File: src/rtl/fetch_queue_unit_if.sv
// fetch_queue_unit_if: instruction-memory req/ack, decode redirect and F/D valid/ready bundle
//   master: fetch unit side (drives imem request and queue head)
//   slave:  environment side (memory, decode)
interface fetch_queue_unit_if #(
  parameter int AW = 32,
  parameter int DW = 32,
  parameter int QDEPTH = 4
);
  localparam int CW = $clog2(QDEPTH) + 1;
  logic          imem_req;
  logic [AW-1:0] imem_addr;
  logic          imem_ack;
  logic [DW-1:0] imem_rdata;
  logic          redirect_valid;
  logic [AW-1:0] redirect_pc;
  logic          instr_valid;
  logic          instr_ready;
  logic [DW-1:0] instr_out;
  logic [AW-1:0] pc_out;
  logic [AW-1:0] pc_plus4_out;
  logic [CW-1:0] q_count;
  modport master (
    output imem_req, imem_addr, instr_valid, instr_out, pc_out, pc_plus4_out, q_count,
    input  imem_ack, imem_rdata, redirect_valid, redirect_pc, instr_ready
  );
  modport slave (
    input  imem_req, imem_addr, instr_valid, instr_out, pc_out, pc_plus4_out, q_count,
    output imem_ack, imem_rdata, redirect_valid, redirect_pc, instr_ready
  );
endinterface

File: src/rtl/fetch_queue_unit.sv
// fetch_queue_unit: instruction fetch front end with req/ack imem port, QDEPTH-entry queue and redirect flush
//   clk   : clock, rising edge
//   rst_n : asynchronous active-low reset
//   bus   : imem req/addr/ack/rdata, redirect valid/pc, head valid/ready/instr/pc/pc+4, q_count
module fetch_queue_unit #(
  parameter int AW = 32,
  parameter int DW = 32,
  parameter int QDEPTH = 4,
  parameter logic [AW-1:0] RESET_PC = '0
) (
  input logic               clk,
  input logic               rst_n,
  fetch_queue_unit_if.master bus
);
  localparam int PW = $clog2(QDEPTH);
  localparam int CW = PW + 1;
  localparam logic [CW-1:0] FULL = CW'(QDEPTH);
  logic [DW-1:0] data_q [QDEPTH];
  logic [AW-1:0] pcs_q [QDEPTH];
  logic [PW-1:0] rptr_q, rptr_d, wptr_q, wptr_d;
  logic [CW-1:0] cnt_q, cnt_d;
  logic [AW-1:0] fetch_pc_q, fetch_pc_d, addr_q, addr_d;
  logic          req_q, req_d, disc_q, disc_d;
  logic          ack, redir, push, pop, issue, head_v;
  // req_q doubles as the outstanding flag: exactly one request in flight
  always_comb begin
    head_v     = cnt_q != '0;
    redir      = bus.redirect_valid;
    ack        = req_q & bus.imem_ack;
    push       = ack & ~disc_q & ~redir;
    pop        = head_v & bus.instr_ready & ~redir;
    issue      = ~req_q & ~redir & (cnt_q != FULL);
    req_d      = issue | (req_q & ~ack);
    addr_d     = issue ? fetch_pc_q : addr_q;
    fetch_pc_d = redir ? bus.redirect_pc : push ? addr_q + AW'(4) : fetch_pc_q;
    // a redirect while waiting marks the in-flight word wrong-path; the ack clears it
    disc_d     = ~ack & (disc_q | (redir & req_q));
    wptr_d     = redir ? '0 : wptr_q + PW'(push);
    rptr_d     = redir ? '0 : rptr_q + PW'(pop);
    cnt_d      = redir ? '0 : cnt_q + CW'(push) - CW'(pop);
  end
  always_ff @(posedge clk or negedge rst_n) begin
    if (!rst_n) begin
      fetch_pc_q <= RESET_PC;
      addr_q     <= RESET_PC;
      req_q      <= 1'b0;
      disc_q     <= 1'b0;
      rptr_q     <= '0;
      wptr_q     <= '0;
      cnt_q      <= '0;
    end else begin
      fetch_pc_q <= fetch_pc_d;
      addr_q     <= addr_d;
      req_q      <= req_d;
      disc_q     <= disc_d;
      rptr_q     <= rptr_d;
      wptr_q     <= wptr_d;
      cnt_q      <= cnt_d;
    end
  end
  always_ff @(posedge clk) begin
    if (push) begin
      data_q[wptr_q] <= bus.imem_rdata;
      pcs_q[wptr_q]  <= addr_q;
    end
  end
  // head fields read as zero while empty so reset and flushed states show clean outputs
  assign bus.imem_req     = req_q;
  assign bus.imem_addr    = addr_q;
  assign bus.instr_valid  = head_v;
  assign bus.instr_out    = head_v ? data_q[rptr_q] : '0;
  assign bus.pc_out       = head_v ? pcs_q[rptr_q] : '0;
  assign bus.pc_plus4_out = head_v ? pcs_q[rptr_q] + AW'(4) : '0;
  assign bus.q_count      = cnt_q;
endmodule
File: src/flat_wrapper.sv
// flat-port wrapper written by rule: the top's interface ports become plain ports
module fetch_queue_unit_flat 
#(
  parameter int AW = 32,
  parameter int DW = 32,
  parameter int QDEPTH = 4,
  parameter logic [AW-1:0] RESET_PC = '0
)
  (clk, rst_n, bus_imem_req, bus_imem_addr, bus_instr_valid, bus_instr_out, bus_pc_out, bus_pc_plus4_out, bus_q_count, bus_imem_ack, bus_imem_rdata, bus_redirect_valid, bus_redirect_pc, bus_instr_ready);
  fetch_queue_unit_if #(.AW(AW), .DW(DW), .QDEPTH(QDEPTH)) bus_i ();
  input logic clk;
  input logic rst_n;
  output wire logic [$bits(bus_i.imem_req)-1:0] bus_imem_req;
  output wire logic [$bits(bus_i.imem_addr)-1:0] bus_imem_addr;
  output wire logic [$bits(bus_i.instr_valid)-1:0] bus_instr_valid;
  output wire logic [$bits(bus_i.instr_out)-1:0] bus_instr_out;
  output wire logic [$bits(bus_i.pc_out)-1:0] bus_pc_out;
  output wire logic [$bits(bus_i.pc_plus4_out)-1:0] bus_pc_plus4_out;
  output wire logic [$bits(bus_i.q_count)-1:0] bus_q_count;
  input wire logic [$bits(bus_i.imem_ack)-1:0] bus_imem_ack;
  input wire logic [$bits(bus_i.imem_rdata)-1:0] bus_imem_rdata;
  input wire logic [$bits(bus_i.redirect_valid)-1:0] bus_redirect_valid;
  input wire logic [$bits(bus_i.redirect_pc)-1:0] bus_redirect_pc;
  input wire logic [$bits(bus_i.instr_ready)-1:0] bus_instr_ready;
  assign bus_imem_req = bus_i.imem_req;
  assign bus_imem_addr = bus_i.imem_addr;
  assign bus_instr_valid = bus_i.instr_valid;
  assign bus_instr_out = bus_i.instr_out;
  assign bus_pc_out = bus_i.pc_out;
  assign bus_pc_plus4_out = bus_i.pc_plus4_out;
  assign bus_q_count = bus_i.q_count;
  assign bus_i.imem_ack = bus_imem_ack;
  assign bus_i.imem_rdata = bus_imem_rdata;
  assign bus_i.redirect_valid = bus_redirect_valid;
  assign bus_i.redirect_pc = bus_redirect_pc;
  assign bus_i.instr_ready = bus_instr_ready;
  fetch_queue_unit #(.AW(AW), .DW(DW), .QDEPTH(QDEPTH), .RESET_PC(RESET_PC)) u_core (.clk(clk), .rst_n(rst_n), .bus(bus_i));
endmodule
File: config.mk
export PLATFORM = sky130hd
export DESIGN_NAME = fetch_queue_unit_flat
export DESIGN_NICKNAME = d
export VERILOG_FILES = /design/src/rtl/fetch_queue_unit_if.sv /design/src/rtl/fetch_queue_unit.sv /design/src/flat_wrapper.sv
export SDC_FILE = /design/constraint.sdc
export NUM_CORES = 1
export LEC_CHECK = 0
export CORE_UTILIZATION = 60
export CTS_BUF_LIST = sky130_fd_sc_hd__clkbuf_4
export CTS_CLUSTER_SIZE = 25
export DETAILED_ROUTE_END_ITERATION = 7
export GPL_TIMING_DRIVEN = 0
export PLACE_DENSITY = 0.95
export SLEW_MARGIN = 10
export SYNTH_ARGS = -nofsm -noshare
export SYNTH_HDL_FRONTEND = slang
export SYNTH_SLANG_ARGS = --single-unit
export TNS_END_PERCENT = 5
File: constraint.sdc
create_clock -name clk -period 16.4 [get_ports clk]
set_input_delay 2.46 -clock clk [delete_from_list [all_inputs] [get_ports clk]]
set_output_delay 2.46 -clock clk [all_outputs]
set_load 0.05 [all_outputs]
After elaboration in Yosys (flattened, before gate mapping):

Memory sizes are Yosys's and may differ from the RTL's.
Cells that the tools add are included.
Widths: inputs -> output; s select.

* register bits: 73
* bits in writable memories: 256
* input port bits: 69
* output and inout port bits: 133
* word-level logic and storage cells: 44
* memories kept: 2

* add/subtract/negate cells: 6
* eq/ne operators: 1
* muxes and demuxes: 10
* bitwise logic cells: 16
* reductions and logical operators: 2

Memory list
* u_core.data_q: depth 4, width 32, read ports 1, clocked after Yosys merged registers in 0, wr ports 1, RTL line fetch_queue_unit.sv:18 `logic [DW-1:0] data_q [QDEPTH];`
* u_core.pcs_q: depth 4, width 32, read ports 1, clocked after Yosys merged registers in 0, wr ports 1, RTL line fetch_queue_unit.sv:19 `logic [AW-1:0] pcs_q [QDEPTH];`

Operators with widths (number)
* $mux 32: 5
* $add 32x3->32 const B: 2
* $and 1x1->1: 10
* $add 2x1->2: 2
* $mux 2: 2
* $not 1->1: 4
* $add 3x1->3: 1
* $mux 3: 1
* $ne 3x3->1 const B: 1
* $reduce_bool 3->1: 1
* $sub 3x1->3: 1
* $mux 1: 2
* $or 1x1->1: 2
* $reduce_bool 2->1: 1

Logic depth before layout (Yosys ltp):

Gate-level depths: netlist (run 1).

* word-level depth: 6
* gate-level depth with buffers: 10
* mapped depth without buffers: 9

Least setup slack after synthesis (run 1):

No wires, ideal clock.

* path kind: input -> register
* start: input bus_imem_ack
* end: memory u_core.data_q[0][0] (enable)
* setup time: 0.565 ns
* arrival time: 7.364 ns
* required time: 15.835 ns
* slack: 8.471 ns
* stages on the path: 4
* buffers on the path: 1
* path through: nand2_1 or3_1 clkbuf_1 nor3_1

* cells in the longest elaborated chain, start to end: 5

RTL lines
* start, declared: RTL line flat_wrapper.sv:20 `input wire logic [$bits(bus_i.imem_ack)-1:0] bus_imem_ack;`
* $and 1x1->1: RTL line fetch_queue_unit.sv:29 `ack = req_q & bus.imem_ack;`
* $and 1x1->1 (2 in a row): RTL line fetch_queue_unit.sv:30 `push = ack & ~disc_q & ~redir;`
* $mux 1: RTL line fetch_queue_unit.sv:62 `if (push) begin`
* $mux 1 (not written as such): RTL line fetch_queue_unit.sv:63 `data_q[wptr_q] <= bus.imem_rdata;`
* end, declared: RTL line fetch_queue_unit.sv:18

Every way passes these cells.

Final worst setup path (run 1):

* start: register u_core.rptr_q[0]
* end: output bus_pc_plus4_out[22]

* cells in the longest elaborated chain, start to end: 3

RTL lines
* start, declared: RTL line fetch_queue_unit.sv:20 `logic [PW-1:0] rptr_q, rptr_d, wptr_q, wptr_d;`
* start signal, assigned: RTL line fetch_queue_unit.sv:56 `rptr_q <= rptr_d;`
* $mem_v2 4x32
* $add 32x3->32: RTL line fetch_queue_unit.sv:73 `assign bus.pc_plus4_out = head_v ? pcs_q[rptr_q] + AW'(4) : '0;`
* $mux 32: RTL line fetch_queue_unit.sv:73
* end, declared: RTL line flat_wrapper.sv:18 `output wire logic [$bits(bus_i.pc_plus4_out)-1:0] bus_pc_plus4_out;`

Every way passes these cells.

==> flow_summary.ini, run 1 <==
[run]
cap_violations = 0

[critical_path]
cp-end-kind = output port
arrival_ns = 4.54
startpoint_type = flip-flop
crit_fanout = 10
worstSetupPathType = reg -> out
critPathRequiredTime_ns = 13.94

[worst_hold_path]
hold_path_class = reg -> reg

[drt]
ant_nets = 0
wl_per_cell_um = 22.4
wl_um = 34900
vias = 9312
drc = 0
drtPass1Iterations = 5
drt_iter0_drc = 1010
post_drt_via_cell_ratio = 5.98

[placement]
placed_cells = 1409
dpl-instance-area_um2 = 16700
gp_congestion = 0.880
numPortBuffers = 201
dp_hpwl_um = 23300

[clock_network]
cts_max_path_buffers = 3
cts_root_buf = clkbuf_4
cts_resized = 0
cts_tree = done
hold_buffers = 0
clk_latency_ns = 0.70
htree_num_levels = 3
cts_setup_buffers = 0
clk_pin_slew_ns = 0.07
cts_inserted_buffers = 82
cts.sink_count = 329

[power]
p_leak_nw = 6.22
vdd_ir_drop_max_uv = 125
power_mw = 3.43
p_per_area_nw_per_um2 = 192

[sta]
relSlewSlack = 0.391
setup_tns_ns = 0
hold_ws_ns = 0.480
slew_violations = 0
fin_crit_ns = 7.00
finalCritPeriodShare = 0.427
worstMarginPinSlew_ns = 0.909
setup_viol = 0
hold_viol = 0
fin_worst_skew_ns = 0.0522
max_clock_freq_mhz = 143
rsz0062_at_grt = false

[global_routing]
grt.total_usage = 0.301
antenna_found_initial = 2
grt_remaining_overflow = 0
first_global_vias = 9713
grt_pass1_wl_um = 53900
grt_max_degree = 60

[layout]
num-nets-final = 1256
fin_cells = 1556
stdcell_area_um2 = 17900
syn2layout_area_growth_pct = 26.5
drive_gt1_frac = 0.214

[synthesis]
ys_seq_area_frac = 0.674
synth_top_area_cell = edfxtp_1
netlist_area_um2 = 14100
avgSynthCellArea_um2 = 16.0
syn_nets = 957
synthFlopType = edfxtp_1
synth_edf_count = 256
synth_warnings = 0
async_flop_share = 0.222
synth_top_area_share = 0.545
syn_inst = 881
synth_cell_types = 49
ys_ff_latch = 329
synth_area_leaders = edfxtp_1 54%, dfrtp_1 13%, mux4_2 8.9%

[floorplanning]
design.core.area_um2 = 22800
die_w_um = 155
rows = 55
num_io_pins = 202
die_h_um = 155
start_util = 0.618
dieArea_um2 = 24100

[run_status]
status = finished, final reports clean
==> layer usage <==
layer  wire, um  vias to the layer above  GRT usage
li1           -                     4060          -
met1      13300                     4584      0.391
met2      17600                      563      0.489
met3       2820                      105     0.0607
met4       1210                        0      0.153
met5          0                        -          0
==> state kept, by name, indices dropped and copies added, names as in the netlist <==
register / cells
u_core.bus.imem_req: 1
u_core.bus.q_count: 3
u_core.fetch_pc_q: 32
u_core.bus.imem_addr: 32
u_core.wptr_q: 2
u_core.data_q: 128
u_core.pcs_q: 128
u_core.disc_q: 1
u_core.rptr_q: 2
==> logic make-up after synthesis <==
family	synth area share
buffers and inverters	0.0232
DFF	0.674
adders and majority gates	0.00674
AOI/OAI and AO/OA	0.0399
and+or+nand+nor	0.0970
muxes	0.139
xor gates and xnor gates	0.0199
==> placed cells by master, fill, tap and decap left out, types with 17 or more instances in the layout <==
master,synthesis,routed
clkdlybuf4s50_1,0,200
dfrtp_1,73,73
mux4_2,56,56
and2_1,61,61
xnor2_1,28,28
mux2_2,34,34
nand2_1,43,43
edfxtp_1,256,256
a21oi_1,25,25
or3_1,20,20
clkbuf_1,33,33
nor2_1,43,41
clkbuf_4,0,119
o21ai_0,36,36
inv_1,17,17
==> worst paths after layout <==
check / from / depth (start not counted) / to / slack [ns]
min in group asynchronous: rst_n / 1 / u_core.bus.imem_addr[18] / 1.62
max in group asynchronous: rst_n / 2 / u_core.bus.imem_addr[6] / 14.18
setup reg to reg: u_core.bus.q_count[1] / 9 / u_core.bus.q_count[2] / 13.71
setup / recovery: u_core.rptr_q[0] / 10 / bus_pc_plus4_out[22] / 9.40
hold reg to reg: u_core.fetch_pc_q[13] / 1 / u_core.bus.imem_addr[13] / 0.48
hold / removal: u_core.fetch_pc_q[13] / 1 / u_core.bus.imem_addr[13] / 0.48
==> metrics by stage <==
stage               worst slack [ns]  utilization
floorplan                       8.47            -
global placement                4.61        0.723
detailed placement             10.13        0.733
CTS                             9.46        0.781
global route                    9.28        0.781
finish                          9.40        0.781
==> cell usage after synthesis, types with 2 or more instances <==
library cell,n
mux4_1,8
xnor2_1,28
dfrtp_1,73
ha_1,6
edfxtp_1,256
xor2_1,4
or3_1,20
and4_1,5
a311oi_1,10
nand4_2,2
nor3b_1,4
a21o_1,10
mux2_2,34
o221ai_1,4
inv_1,17
nand2_1,43
a21oi_1,25
clkbuf_1,33
nand3_4,2
buf_1,3
nor2_1,43
buf_4,3
nor3_1,9
or4_4,2
nor4_1,9
nor2b_1,4
nand4_1,9
buf_2,6
mux2i_1,10
nand3_1,15
mux4_2,56
buf_6,3
or4_1,5
nor3_2,2
and2_1,61
o21ai_0,36
and3_1,4
o31ai_1,6
==> critical path, stage by stage (launching register included) <==
cell,delay [ns]
dfrtp_1,0.42
buf_6,0.19
buf_12,0.16
mux4_2,0.42
ha_1,0.25
nand3_4,0.14
or4_4,0.59
buf_2,0.21
or3_1,0.38
a21oi_1,0.25
clkdlybuf4s50_1,0.85
==> final cells by class <==
class,count,area [um^2]
fillers,1255,4990
well taps,313,392
diodes,2,5.00
clock buffers,119,893
repair buffers,215,2220
plain buffers,51,264
inverters,17,63.8
multi-input cells,484,4300
flip-flops and latches,329,9510
clock inverters,26,209
==> where the power goes <==
group | internal (mW) | switching, mW
Clock | 0.397 | 0.326
Sequential | 1.03 | 0.153
Combinational | 0.524 | 1.01
Power figures use the tool's default switching activity.
==> run 2: changes to the inputs <==
CORE_UTILIZATION = 51   (was 60)
PLACE_DENSITY = 0.86   (was 0.95)
clock period = 5.9 ns   (was 16.4 ns; I/O delays follow)
==> run 2 against run 1 <==
Effect of this change:
- flip-flop and latch count did not move
- first-iteration DRC count fell by 29%
- via count fell by 2.1%
- worst hold slack improved by 0.0033 ns
- count of clock-buffer cells in the layout rose by 1
- non-clock buffer count fell by 3
- critical path depth did not move
- cell area rose by 0.47%
- sequential power rose to 2.8 times the previous value
- routed wire length fell by 7.2%
- core utilization fell by 12 points
==> flow_summary.ini, run 2 (synthesized netlist as in run 1, its figures left out) <==
[sta]
slew_violations = 0
hold_ws_ns = 0.484
fin_crit_ns = 5.27
worstMarginPinSlew_ns = 0.842
max_clock_freq_mhz = 190
hold_viol = 0
finalCritPeriodShare = 0.893
relSlewSlack = 0.439
setup_viol = 0
rsz0062_at_grt = false
fin_worst_skew_ns = 0.0568

[layout]
finish.utilization = 0.664
layout_common_cells = 256 x edfxtp_1, 200 x clkdlybuf4s50_1, 120 x clkbuf_4
syn2layout_area_growth_pct = 27.1
num-nets-final = 1254
reg_top3 = u_core.data_q x128, u_core.pcs_q x128
stdcell_area_um2 = 17900
fin_cells = 1584
mostFrequentLayoutCell = edfxtp_1
fillerInstances = 1902
drive_gt1_frac = 0.213

[clock_network]
cts_tree = done
cts_setup_buffers = 0
cts_root_buf = clkbuf_4
cts_max_path_buffers = 3
cts_inserted_buffers = 83
clk_pin_slew_ns = 0.06
clk_latency_ns = 0.71
cts_resized = 0
cts.sink_count = 329
hold_buffers = 1
htree_num_levels = 3

[power]
vdd_ir_drop_max_uv = 382
p_leak_nw = 6.22
switching_share = 0.429
p_per_area_nw_per_um2 = 526
combPwrFrac = 0.449
seq_power_share = 0.344
switching_power_mw = 4.05
clockPowerShare = 0.207
intPower_mw = 5.39

[placement]
numPortBuffers = 201
dpl-instance-area_um2 = 16800
dp_hpwl_um = 22500
gp_congestion = 0.848
placed_cells = 1433

[critical_path]
cp-end-kind = output port
arrival_ns = 4.38
crit_fanout = 10
critPathRequiredTime_ns = 5.02
startpoint_type = flip-flop
worstSetupPathType = reg -> out

[drt]
ant_nets = 0
post_drt_via_cell_ratio = 5.76
drc = 0
drt_iter0_drc = 716
drtPass1Iterations = 8
wl_um = 32400
vias = 9118
wl_per_cell_um = 20.5

[global_routing]
first_global_vias = 9285
antenna_found_initial = 1
grt.total_usage = 0.235
grt_pass1_wl_um = 50200
met3_usage = 0.0489
grt_max_degree = 62
grt_busiest_layer = met2
use_met1 = 0.308
grt_remaining_overflow = 0
met2_usage = 0.386

[run]
cap_violations = 0

[floorplanning]
num_io_pins = 202
die_w_um = 168
design.core.area_um2 = 27000
die_h_um = 168
start_util = 0.522
dieArea_um2 = 28300
rows = 60

[run_status]
status = finished, final reports clean

[worst_hold_path]
hold_path_class = reg -> reg
==> run 2: changes by cell type in the layout (fill, tap and decap cells not counted), moves of 2 or more <==
| cell | previous run | this run |
|---|---|---|
| buf_8 | 0 | 2 |
| clkinvlp_4 | 0 | 2 |
| buf_4 | 9 | 4 |
| buf_16 | 2 | 6 |
| buf_6 | 6 | 3 |
| buf_12 | 5 | 3 |
==> run 2: area by class of cell <==
cell class / instances / area (um^2) / area share
Tap cell: 341 / 427 / 0.0238
Timing Repair Buffer: 212 / 2250 / 0.126
Buffer: 51 / 264 / 0.0147
Inverter: 17 / 63.8 / 0.00356
Antenna cell: 1 / 2.50 / 0.000139
Clock inverter: 29 / 208 / 0.0116
Clock buffer: 120 / 901 / 0.0502
Multi-Input combinational cell: 484 / 4300 / 0.240
Sequential cell: 329 / 9510 / 0.530
==> run 2: routing by layer <==
layer | up-vias | share of wire
met3 | 74 | 0.076
met2 | 420 | 0.50
met5 | - | 0
met4 | 0 | 0.025
li1 | 4067 | -
met1 | 4557 | 0.40
==> run 2: stage by stage <==
| stage | TNS (ns) | power, mW | worst slack, ns |
|---|---|---|---|
| finish | 0 | 9.44 | 0.630 |
| global route | 0 | 9.84 | 0.479 |
| CTS | 0 | 9.51 | 0.587 |
| detailed placement | 0 | 7.54 | 1.35 |
| global placement | -239.75 | 7.44 | -1.44 |
| floorplan | 0 | 5.97 | 1.10 |
==> run 2: path summary, 6_finish.rpt <==
kind / depth (start not counted) / to / startpoint / slack (ns)
min reg2reg: 1 / u_core.bus.imem_addr[10] / u_core.fetch_pc_q[10] / 0.48
min in group asynchronous: 2 / u_core.fetch_pc_q[24] / rst_n / 0.58
max in group asynchronous: 3 / u_core.fetch_pc_q[0] / rst_n / 4.76
max reg2reg: 7 / u_core.data_q[2][3] / u_core.bus.imem_req / 3.14
min: 1 / u_core.bus.imem_addr[10] / u_core.fetch_pc_q[10] / 0.48
max: 10 / bus_pc_plus4_out[22] / u_core.rptr_q[0] / 0.63
==> run 2: critical path, cell delays in order, from the launching register on <==
cell and delay (ns):
dfrtp_1 0.40, buf_6 0.17, buf_12 0.16, mux4_2 0.43
ha_1 0.25, nand3_4 0.14, or4_4 0.58, buf_2 0.20
or3_1 0.35, a21oi_1 0.18, clkdlybuf4s50_1 0.83
==> run 2: power groups by stage <==
stage                     registers (mW)  logic (mW)  clock network [mW]
after detailed placement            3.29        4.25                   0
after global placement              3.26        4.18                   0
final                               3.25        4.24                1.95
after CTS                           3.24        4.27                2.00
after global routing                3.29        4.43                2.12
after floorplan                     3.56        2.42                   0
==> run 3: changes to the inputs <==
CORE_UTILIZATION = 44   (was 51)
PLACE_DENSITY = 0.77   (was 0.86)
==> run 3 against run 2 <==
Effect of this change:
- critical path depth down 1
- worst setup slack worse by 0.031 ns
- non-clock buffer count unchanged
- highest routed layer unchanged
- global-route usage down 3.6 points
- total power down 0.50%
- sequential share of layout area down 0.055 points
- worst hold slack better by 0.019 ns
- flip-flop and latch count unchanged
- clock skew down 0.0061 ns
- sequential power about the same
==> flow_summary.ini, run 3 (synthesized netlist as in run 1, its figures left out) <==
[sta]
worstMarginPinSlew_ns = 0.863
rsz0062_at_grt = false
setup_viol = 0
max_clock_freq_mhz = 189
fin_crit_ns = 5.30
hold_viol = 0
setup_tns_ns = 0
relSlewSlack = 0.422
slew_violations = 0
finalCritPeriodShare = 0.898
hold_ws_ns = 0.503
fin_worst_skew_ns = 0.0507

[drt]
wl_per_cell_um = 19.5
drtPass1Iterations = 5
drc = 0
ant_nets = 0
vias = 8873
drt_iter0_drc = 601
post_drt_via_cell_ratio = 5.41
wl_um = 32000

[clock_network]
htree_num_levels = 3
cts_resized = 0
cts_root_buf = clkbuf_4
cts.sink_count = 329
cts_max_path_buffers = 3
clk_pin_slew_ns = 0.06
cts_tree = done
clk_latency_ns = 0.70
cts_inserted_buffers = 84

[layout]
drive_gt1_frac = 0.213
layout_common_cells = 256 x edfxtp_1, 200 x clkdlybuf4s50_1, 128 x clkbuf_4
mostFrequentLayoutCell = edfxtp_1
fin_cells = 1640
reg_top3 = u_core.data_q x128, u_core.pcs_q x128
num-nets-final = 1255
syn2layout_area_growth_pct = 27.2

[global_routing]
grt_remaining_overflow = 0
grt.total_usage = 0.200
first_global_vias = 9140
grt_pass1_wl_um = 49600
antenna_found_initial = 1
grt_max_degree = 60

[placement]
placed_cells = 1494
dp_hpwl_um = 22000
gp_congestion = 0.818
numPortBuffers = 201

[critical_path]
critPathRequiredTime_ns = 5.02
arrival_ns = 4.42
rrSetupSlack_ns = 3.15
critPathLaunch = u_core.rptr_q[0]
worstSetupPathType = reg -> out
r2r-end = u_core.pcs_q[2][31]
crit_fanout = 10
startpoint_type = flip-flop
crit_end = bus_pc_plus4_out[30]
cp-end-kind = output port
r2r.worst_path.cells = 7
r2r_start = u_core.bus.imem_req

[power]
vdd_ir_drop_max_uv = 339
p_per_area_nw_per_um2 = 523
p_leak_nw = 6.20

[floorplanning]
num_io_pins = 202
rows = 65
die_w_um = 181
start_util = 0.447
die_h_um = 181
dieArea_um2 = 32800
design.core.area_um2 = 31600

[run_status]
status = finished, final reports clean

[run]
cap_violations = 0

[worst_hold_path]
hold_path_class = reg -> reg
run 3: through the flow:
step	setup slack [ns]	total power, mW	area, um^2	utilization
floorplan	1.10	5.97	14100	-
global placement	-1.61	7.47	16600	0.527
detailed placement	1.28	7.53	16900	0.534
CTS	0.536	9.48	18000	0.569
global route	0.418	9.80	18000	0.569
finish	0.599	9.39	18000	0.569
run 3: worst min-delay path by stage:
| stage | from | end | slack, ns | depth (start not counted) |
|---|---|---|---|---|
| floorplan | u_core.fetch_pc_q[21] | u_core.bus.imem_addr[21] | 0.47 | 1 |
| CTS | u_core.fetch_pc_q[21] | u_core.bus.imem_addr[21] | 0.50 | 1 |
| finish | u_core.fetch_pc_q[1] | u_core.bus.imem_addr[1] | 0.50 | 1 |
| detailed placement | u_core.fetch_pc_q[12] | u_core.bus.imem_addr[12] | 0.49 | 1 |
| global route | u_core.fetch_pc_q[21] | u_core.bus.imem_addr[21] | 0.51 | 1 |
| global placement | u_core.fetch_pc_q[23] | u_core.bus.imem_addr[23] | 0.48 | 1 |
run 3: routing by layer:
layer | up-vias | part of all wire | global-route usage
met4 | 0 | 0.029 | 0.0851
li1 | 4050 | - | -
met5 | - | 0 | 0
met3 | 64 | 0.073 | 0.0504
met1 | 4408 | 0.42 | 0.261
met2 | 351 | 0.48 | 0.318
run 3: where the power goes:
part           switching, mW  internal [mW]
Clock                  0.851           1.07
Sequential             0.395           2.85
Combinational           2.77           1.46
Total                   4.01           5.38
run 3: final cells by class:
type                    instances  area, um^2
flip-flops and latches        329        9510
inverters                      17        63.8
well taps                     402         503
clock inverters                16         118
plain buffers                  51         264
repair buffers                212        2230
clock buffers                 128         961
multi-input cells             484        4300
fillers                      2530       13600
diodes                          1        2.50
run 3: critical path: stages (launching register included):
cell and delay [ns]:
dfrtp_1 0.39, buf_6 0.17, buf_12 0.16, mux4_2 0.43
ha_1 0.27, nand3_4 0.16, or4_4 0.59, or4_1 0.52
a21oi_1 0.22, clkdlybuf4s50_1 0.84
run 3: timing repair:
| action | 4_1_cts | 5_1_grt |
|---|---|---|
| hold buffers | 1 | 0 |
| setup buffers | 0 | 0 |
| endpoints found under the hold margin | 12 | 0 |
